### config.mk
export PLATFORM = sky130hd
export DESIGN_NAME = sobel_window_position_gen
export DESIGN_NICKNAME = d
export VERILOG_FILES = /design/src/rtl/sobel_pkg.sv /design/src/rtl/sobel_frame_counter.sv /design/src/rtl/sobel_window_position_gen.sv
export SDC_FILE = /design/constraint.sdc
export NUM_CORES = 1
export LEC_CHECK = 0
export CAP_MARGIN = 5
export CORE_MARGIN = 2
export CORE_UTILIZATION = 50
export CTS_BUF_LIST = sky130_fd_sc_hd__clkbuf_8 sky130_fd_sc_hd__clkbuf_16
export DETAILED_ROUTE_END_ITERATION = 6
export PLACE_DENSITY_LB_ADDON = 0.08
export SYNTH_ARGS = -nofsm -noshare
export SYNTH_HDL_FRONTEND = slang
export SYNTH_HIERARCHICAL = 1
export SYNTH_SLANG_ARGS = --single-unit
### constraint.sdc
create_clock -name clk -period 5.7 [get_ports clk]
set_input_delay 1.14 -clock clk [delete_from_list [all_inputs] [get_ports clk]]
set_output_delay 1.14 -clock clk [all_outputs]
set_load 0.02 [all_outputs]
### src/rtl/sobel_pkg.sv
// Shared constants and FSM state type for the Sobel window-position generator.
package sobel_pkg;

  localparam int EDGE_TOP    = 3;
  localparam int EDGE_BOTTOM = 2;
  localparam int EDGE_LEFT   = 1;
  localparam int EDGE_RIGHT  = 0;

  localparam logic BORDER_ZERO = 1'b0;
  localparam logic BORDER_REP  = 1'b1;

  typedef enum logic [1:0] {
    ST_IDLE  = 2'd0,
    ST_FILL  = 2'd1,
    ST_RUN   = 2'd2,
    ST_DRAIN = 2'd3
  } state_t;

endpackage

### src/rtl/sobel_frame_counter.sv
// Raster row/column counter with enable; wraps at the frame end and flags the last pixel.
module sobel_frame_counter
  import sobel_pkg::*;
#(
  parameter int COLNUM = 1920,
  parameter int ROWNUM = 1080,
  parameter int CNT_W  = 12
) (
  input  logic             clk,
  input  logic             rst,
  input  logic             en,
  output logic [CNT_W-1:0] row,
  output logic [CNT_W-1:0] col,
  output logic             last
);

  localparam logic [CNT_W-1:0] COL_MAX = CNT_W'(COLNUM - 1);
  localparam logic [CNT_W-1:0] ROW_MAX = CNT_W'(ROWNUM - 1);

  assign last = (row == ROW_MAX) && (col == COL_MAX);

  always_ff @(posedge clk) begin
    if (rst) begin
      row <= '0;
      col <= '0;
    end else if (en) begin
      if (col == COL_MAX) begin
        col <= '0;
        row <= (row == ROW_MAX) ? '0 : row + 1'b1;
      end else begin
        col <= col + 1'b1;
      end
    end
  end

endmodule

### src/rtl/sobel_window_position_gen.sv
// Window-centre position generator: lags the input raster by R rows + R columns and
// tags each centre with its border mask, pad/replicate flags and frame markers.
//
//   state    | meaning
//   ST_IDLE  | waiting for the first pixel of a frame; latches border mode on accept
//   ST_FILL  | accepting the first L pixels, no output yet
//   ST_RUN   | one output position per accepted pixel
//   ST_DRAIN | input closed; emits the remaining L centres up to eof
module sobel_window_position_gen
  import sobel_pkg::*;
#(
  parameter int COLNUM = 1920,
  parameter int ROWNUM = 1080,
  parameter int KSIZE  = 3,
  parameter int CNT_W  = 12
) (
  input  logic             clk,
  input  logic             rst,
  input  logic             cfg_border_mode,
  input  logic             in_valid,
  output logic             in_ready,
  output logic             out_valid,
  input  logic             out_ready,
  output logic [CNT_W-1:0] out_row,
  output logic [CNT_W-1:0] out_col,
  output logic [3:0]       out_edge,
  output logic             out_cov,
  output logic             out_zero,
  output logic             out_rep,
  output logic             out_sof,
  output logic             out_eol,
  output logic             out_eof
);

  localparam int R   = (KSIZE - 1) / 2;
  localparam int LAG = R * COLNUM + R;
  localparam logic [CNT_W-1:0] R_C      = CNT_W'(R);
  localparam logic [CNT_W-1:0] R_M1     = CNT_W'((R == 0) ? 0 : R - 1);
  localparam logic [CNT_W-1:0] BOT_LIM  = CNT_W'(ROWNUM - 1 - R);
  localparam logic [CNT_W-1:0] RGT_LIM  = CNT_W'(COLNUM - 1 - R);
  localparam logic [CNT_W-1:0] COL_LAST = CNT_W'(COLNUM - 1);

  state_t           state, state_nxt;
  logic             armed, mode_q, cur_mode;
  logic             can_load, accept, load, fill_done;
  logic [CNT_W-1:0] in_row, in_col, c_row, c_col;
  logic             in_last, c_last;
  logic [3:0]       edge_mask;

  sobel_frame_counter #(.COLNUM(COLNUM), .ROWNUM(ROWNUM), .CNT_W(CNT_W)) u_in_cnt (
    .clk(clk), .rst(rst), .en(accept), .row(in_row), .col(in_col), .last(in_last)
  );

  sobel_frame_counter #(.COLNUM(COLNUM), .ROWNUM(ROWNUM), .CNT_W(CNT_W)) u_c_cnt (
    .clk(clk), .rst(rst), .en(load), .row(c_row), .col(c_col), .last(c_last)
  );

  // The L-th pixel of a frame sits at raster index L-1, i.e. (R, R-1).
  assign fill_done = (in_row == R_C) && (in_col == R_M1);
  assign can_load  = !out_valid || out_ready;
  assign accept    = in_valid && in_ready;
  assign cur_mode  = (state == ST_IDLE) ? cfg_border_mode : mode_q;

  always_comb begin
    edge_mask              = '0;
    edge_mask[EDGE_TOP]    = c_row < R_C;
    edge_mask[EDGE_BOTTOM] = c_row > BOT_LIM;
    edge_mask[EDGE_LEFT]   = c_col < R_C;
    edge_mask[EDGE_RIGHT]  = c_col > RGT_LIM;
  end

  always_comb begin
    state_nxt = state;
    in_ready  = 1'b0;
    load      = 1'b0;
    case (state)
      ST_IDLE: begin
        // With zero lag the first pixel loads an output, so it must respect backpressure.
        in_ready = armed && ((LAG > 0) || can_load);
        if (in_valid && in_ready) begin
          if (LAG > 0) begin
            state_nxt = ST_FILL;
          end else begin
            load      = 1'b1;
            state_nxt = in_last ? ST_IDLE : ST_RUN;
          end
        end
      end
      ST_FILL: begin
        in_ready = 1'b1;
        if (in_valid && fill_done) state_nxt = ST_RUN;
      end
      ST_RUN: begin
        in_ready = can_load;
        if (in_valid && in_ready) begin
          load = 1'b1;
          if (in_last) state_nxt = (LAG > 0) ? ST_DRAIN : ST_IDLE;
        end
      end
      ST_DRAIN: begin
        load = can_load;
        if (can_load && c_last) state_nxt = ST_IDLE;
      end
      default: state_nxt = ST_IDLE;
    endcase
  end

  always_ff @(posedge clk) begin
    if (rst) begin
      state  <= ST_IDLE;
      armed  <= 1'b0;
      mode_q <= BORDER_ZERO;
    end else begin
      state <= state_nxt;
      armed <= 1'b1;
      if (state == ST_IDLE && accept) mode_q <= cfg_border_mode;
    end
  end

  always_ff @(posedge clk) begin
    if (rst) begin
      out_valid <= 1'b0;
      out_row   <= '0;
      out_col   <= '0;
      out_edge  <= '0;
      out_cov   <= 1'b0;
      out_zero  <= 1'b0;
      out_rep   <= 1'b0;
      out_sof   <= 1'b0;
      out_eol   <= 1'b0;
      out_eof   <= 1'b0;
    end else if (load) begin
      out_valid <= 1'b1;
      out_row   <= c_row;
      out_col   <= c_col;
      out_edge  <= edge_mask;
      out_cov   <= (edge_mask == 4'd0);
      out_zero  <= (edge_mask != 4'd0) && (cur_mode == BORDER_ZERO);
      out_rep   <= (edge_mask != 4'd0) && (cur_mode == BORDER_REP);
      out_sof   <= (c_row == '0) && (c_col == '0);
      out_eol   <= (c_col == COL_LAST);
      out_eof   <= c_last;
    end else if (out_ready) begin
      out_valid <= 1'b0;
    end
  end

endmodule

==> impl_metrics.json <==
{
  "outcome": "finished clean",
  "finalHoldViolations": 0,
  "setup_viol": 0,
  "vias": 3695,
  "vias_per_cell": 5.76,
  "netlist_area_mm2": 0.00413,
  "io_pins": 41,
  "rrSetupSlack_ns": 2.90,
  "seqPwrFrac_pct": 50.5,
  "grt_overflow": 0,
  "htree_num_levels": 3,
  "gp_congestion": 0.835,
  "cts_tree": "done",
  "swShare_pct": 29.1,
  "critical_path_required_ns": 4.56,
  "synth_area_leaders": "dfxtp_1 (42%), nand2_1 (7.3%), a21oi_1 (6.5%), nor2_1 (3.5%), xnor2_1 (3.0%)",
  "ys_async_sr_fraction_pct": 0,
  "clockRootBuffer": "clkbuf_8",
  "p_int_mw": 0.923,
  "multi_input_area_mm2": 0.00224,
  "cts.repair.resized": 0,
  "hpwlAfterDp_um": 6320,
  "ys.flop_type": "dfxtp_1",
  "drtAntennaViolNets": 0,
  "grt_pass1_vias": 3329,
  "seqCellArea_mm2": 0.00174,
  "initial_utilization_pct": 51.0,
  "rsz0062_at_grt": "no",
  "netSwitchingPower_mw": 0.379,
  "grt_max_degree": 44,
  "syn_inst": 501,
  "synth_largest_area_cell": "dfxtp_1",
  "avgRoutedWirePerCell_um": 14.5,
  "drt_pre_antenna_iters": 5,
  "p_per_area_mw_per_mm2": 273,
  "fin_crit_ns": 3.92,
  "slew_headroom_pct": 43.6,
  "syn_nets": 514,
  "slowest_stage": "clkdlybuf4s50_1",
  "cts.path.max_buffers": 2,
  "postCtsSetupRepairBufs": 0,
  "tightest_slew_ns": 0.839,
  "synth_edf_count": 0,
  "clk_pin_slew_ns": 0.08,
  "yosysUniqueCellTypes": 49,
  "slowest_delay_ns": 0.56,
  "clkSinkCount": 87,
  "drt_iter0_markers": 153,
  "synthToLayoutAreaGrowth_pct": 15.5,
  "cp_top_family": "buffers and inverters",
  "drcViolationCount": 0,
  "dp_cells": 627,
  "start_kind": "input port",
  "drv_cap": 0,
  "rows": 33,
  "min_path_type": "flip-flop to flip-flop",
  "crit_chain": "clkdlybuf4s50_1 -> nand2b_1 -> a221oi_1 -> nor2_1 -> clkdlybuf4s50_1",
  "clock_skew_ns": 0.00461,
  "ys_seq_elements": 87,
  "io_buffers": 40,
  "crit_buf_inv": 2,
  "die_area_mm2": 0.00900,
  "layout_setup_ws_ns": 1.78,
  "p_leak_nw": 1.47,
  "synth_top_area_share_pct": 42.2,
  "hold_buffers": 0,
  "postPlaceCellArea_mm2": 0.00459,
  "fp.coreArea_mm2": 0.00809,
  "yosys_warnings": 6,
  "max_freq_ghz": 0.255,
  "stdcell_count": 642,
  "ir_drop_mv": 0.220,
  "path_max_fanout": 5,
  "die_w_um": 94.9,
  "routed_wl_um": 9330,
  "grt_usage_pct": 22.1,
  "cts_made_buffers": 9,
  "syn_area_per_cell_um2": 8.24,
  "grt_antenna_before_repair": 0,
  "post-synth-top-count-cell": "dfxtp_1",
  "path_class": "input port to primary output",
  "place_ws_ns": 1.80,
  "fin_crit_sh_pct": 68.7,
  "final_area_mm2": 0.00477,
  "worstSetupEndpointType": "primary output",
  "die_h_um": 94.9,
  "maxSlewViolCount": 0,
  "hold_ws_ns": 0.455,
  "path_common_cell": "clkdlybuf4s50_1",
  "seq_area_frac_synth_pct": 42.2,
  "drive_above_1_share_pct": 5.40,
  "p_clk_share_pct": 31.4,
  "setup_tns_ns": 0,
  "cp.arrival_ns": 2.78,
  "n_antenna_cell": 0,
  "grt_pass1_wl_um": 15800,
  "final_nets": 546,
  "insertion_delay_ns": 0.35,
  "pwr-share-comb_pct": 18.0,
  "synth_common_cells": "dfxtp_1 (87), nand2_1 (80), a21oi_1 (54)",
  "fillCellCount": 761
}
state kept, by name, summed over array words and instances, names as in the netlist:
name and flops:
out_eol 1, out_rep 1, out_zero 1, out_cov 1
out_col 12, u_c_cnt/col 12, out_valid 1, armed 1
u_in_cnt/col 12, state 2, out_eof 1, u_c_cnt/row 12
mode_q 1, out_row 12, out_edge 4, u_in_cnt/row 12
out_sof 1
per-stage QoR:
| step | power (mW) | utilization, % |
|---|---|---|
| after floorplan | 0.833 | - |
| after global placement | 0.900 | 56.7 |
| after detailed placement | 0.904 | 56.7 |
| after CTS | 1.32 | 58.9 |
| after global routing | 1.37 | 58.9 |
| final | 1.30 | 58.9 |
worst min-delay path, delay by kind of cell, from the launching register on:
kind | cells | cell delay, ns
flops | 1 | 0.31
compound gates | 1 | 0.05
simple gates | 1 | 0.05
cell type report:
type                       instances  share of cell area (%)
sequential                        87                    36.5
timing repair buffer              43                    8.76
inverter                          15                    1.18
clock inverter                     6                    1.15
multi-input combinational        377                    47.0
tap                              105                    2.75
clock buffer                       9                    2.60
layer usage:
layer / track usage [%] / vias up / part of all wire, %
met5: 0 / - / 0
met4: 7.00 / 0 / 1.0
met3: 5.19 / 8 / 4.9
met2: 32.6 / 83 / 44
met1: 32.0 / 1746 / 50
li1: - / 1858 / -
logic make-up (layout without fill, tap and decap cells):
kind of cell	after synthesis	in the layout	synth area share [%]
xor+xnor	20	20	4.24
mux	3	3	0.727
flops	87	87	42.2
fa+ha+maj	8	8	2.42
compound gates	97	97	14.2
buf+inv	37	73	3.48
simple gates	249	249	32.8
cell usage in the layout, fill, tap and decap left out, types with 3 or more instances in the layout:
| master | synthesis | final |
|---|---|---|
| a211oi_1 | 9 | 9 |
| a21oi_1 | 54 | 54 |
| a41oi_1 | 3 | 3 |
| and2_1 | 5 | 5 |
| and3_1 | 4 | 4 |
| and4_1 | 4 | 4 |
| buf_4 | 0 | 3 |
| clkbuf_8 | 0 | 9 |
| clkdlybuf4s50_1 | 0 | 39 |
| dfxtp_1 | 87 | 87 |
| ha_1 | 8 | 8 |
| inv_1 | 15 | 17 |
| mux2i_1 | 3 | 3 |
| nand2_1 | 80 | 80 |
| nand2b_1 | 9 | 9 |
| nand3_1 | 24 | 24 |
| nand4_1 | 12 | 12 |
| nor2_1 | 39 | 39 |
| nor2b_1 | 3 | 3 |
| nor3_1 | 18 | 18 |
| nor4_1 | 13 | 13 |
| nor4b_1 | 3 | 3 |
| o21a_1 | 3 | 3 |
| o21ai_0 | 8 | 8 |
| o31ai_1 | 5 | 5 |
| o32ai_1 | 4 | 4 |
| or3_1 | 11 | 11 |
| or4_1 | 6 | 6 |
| xnor2_1 | 14 | 14 |
| xor2_1 | 6 | 6 |
power by group through the flow:
| stage | Clock (mW) | Combinational [mW] | Sequential, mW |
|---|---|---|---|
| 3_3_place_gp | 0 | 0.229 | 0.671 |
| 4_1_cts | 0.423 | 0.236 | 0.658 |
| 5_1_grt | 0.450 | 0.259 | 0.662 |
| 6_report | 0.409 | 0.235 | 0.658 |
| 3_5_place_dp | 0 | 0.233 | 0.671 |
| 2_1_floorplan | 0 | 0.153 | 0.681 |
worst paths after layout:
kind | startpoint | endpoint | cells past startpoint
worst max-delay path | out_ready | in_ready | 5
worst min-delay path | out_row[8] | out_row[8] | 2
worst max register to register | state[0] | u_c_cnt/row[6] | 10
worst min register to register | out_row[8] | out_row[8] | 2
No activity file was read; power rests on OpenSTA's default activity.
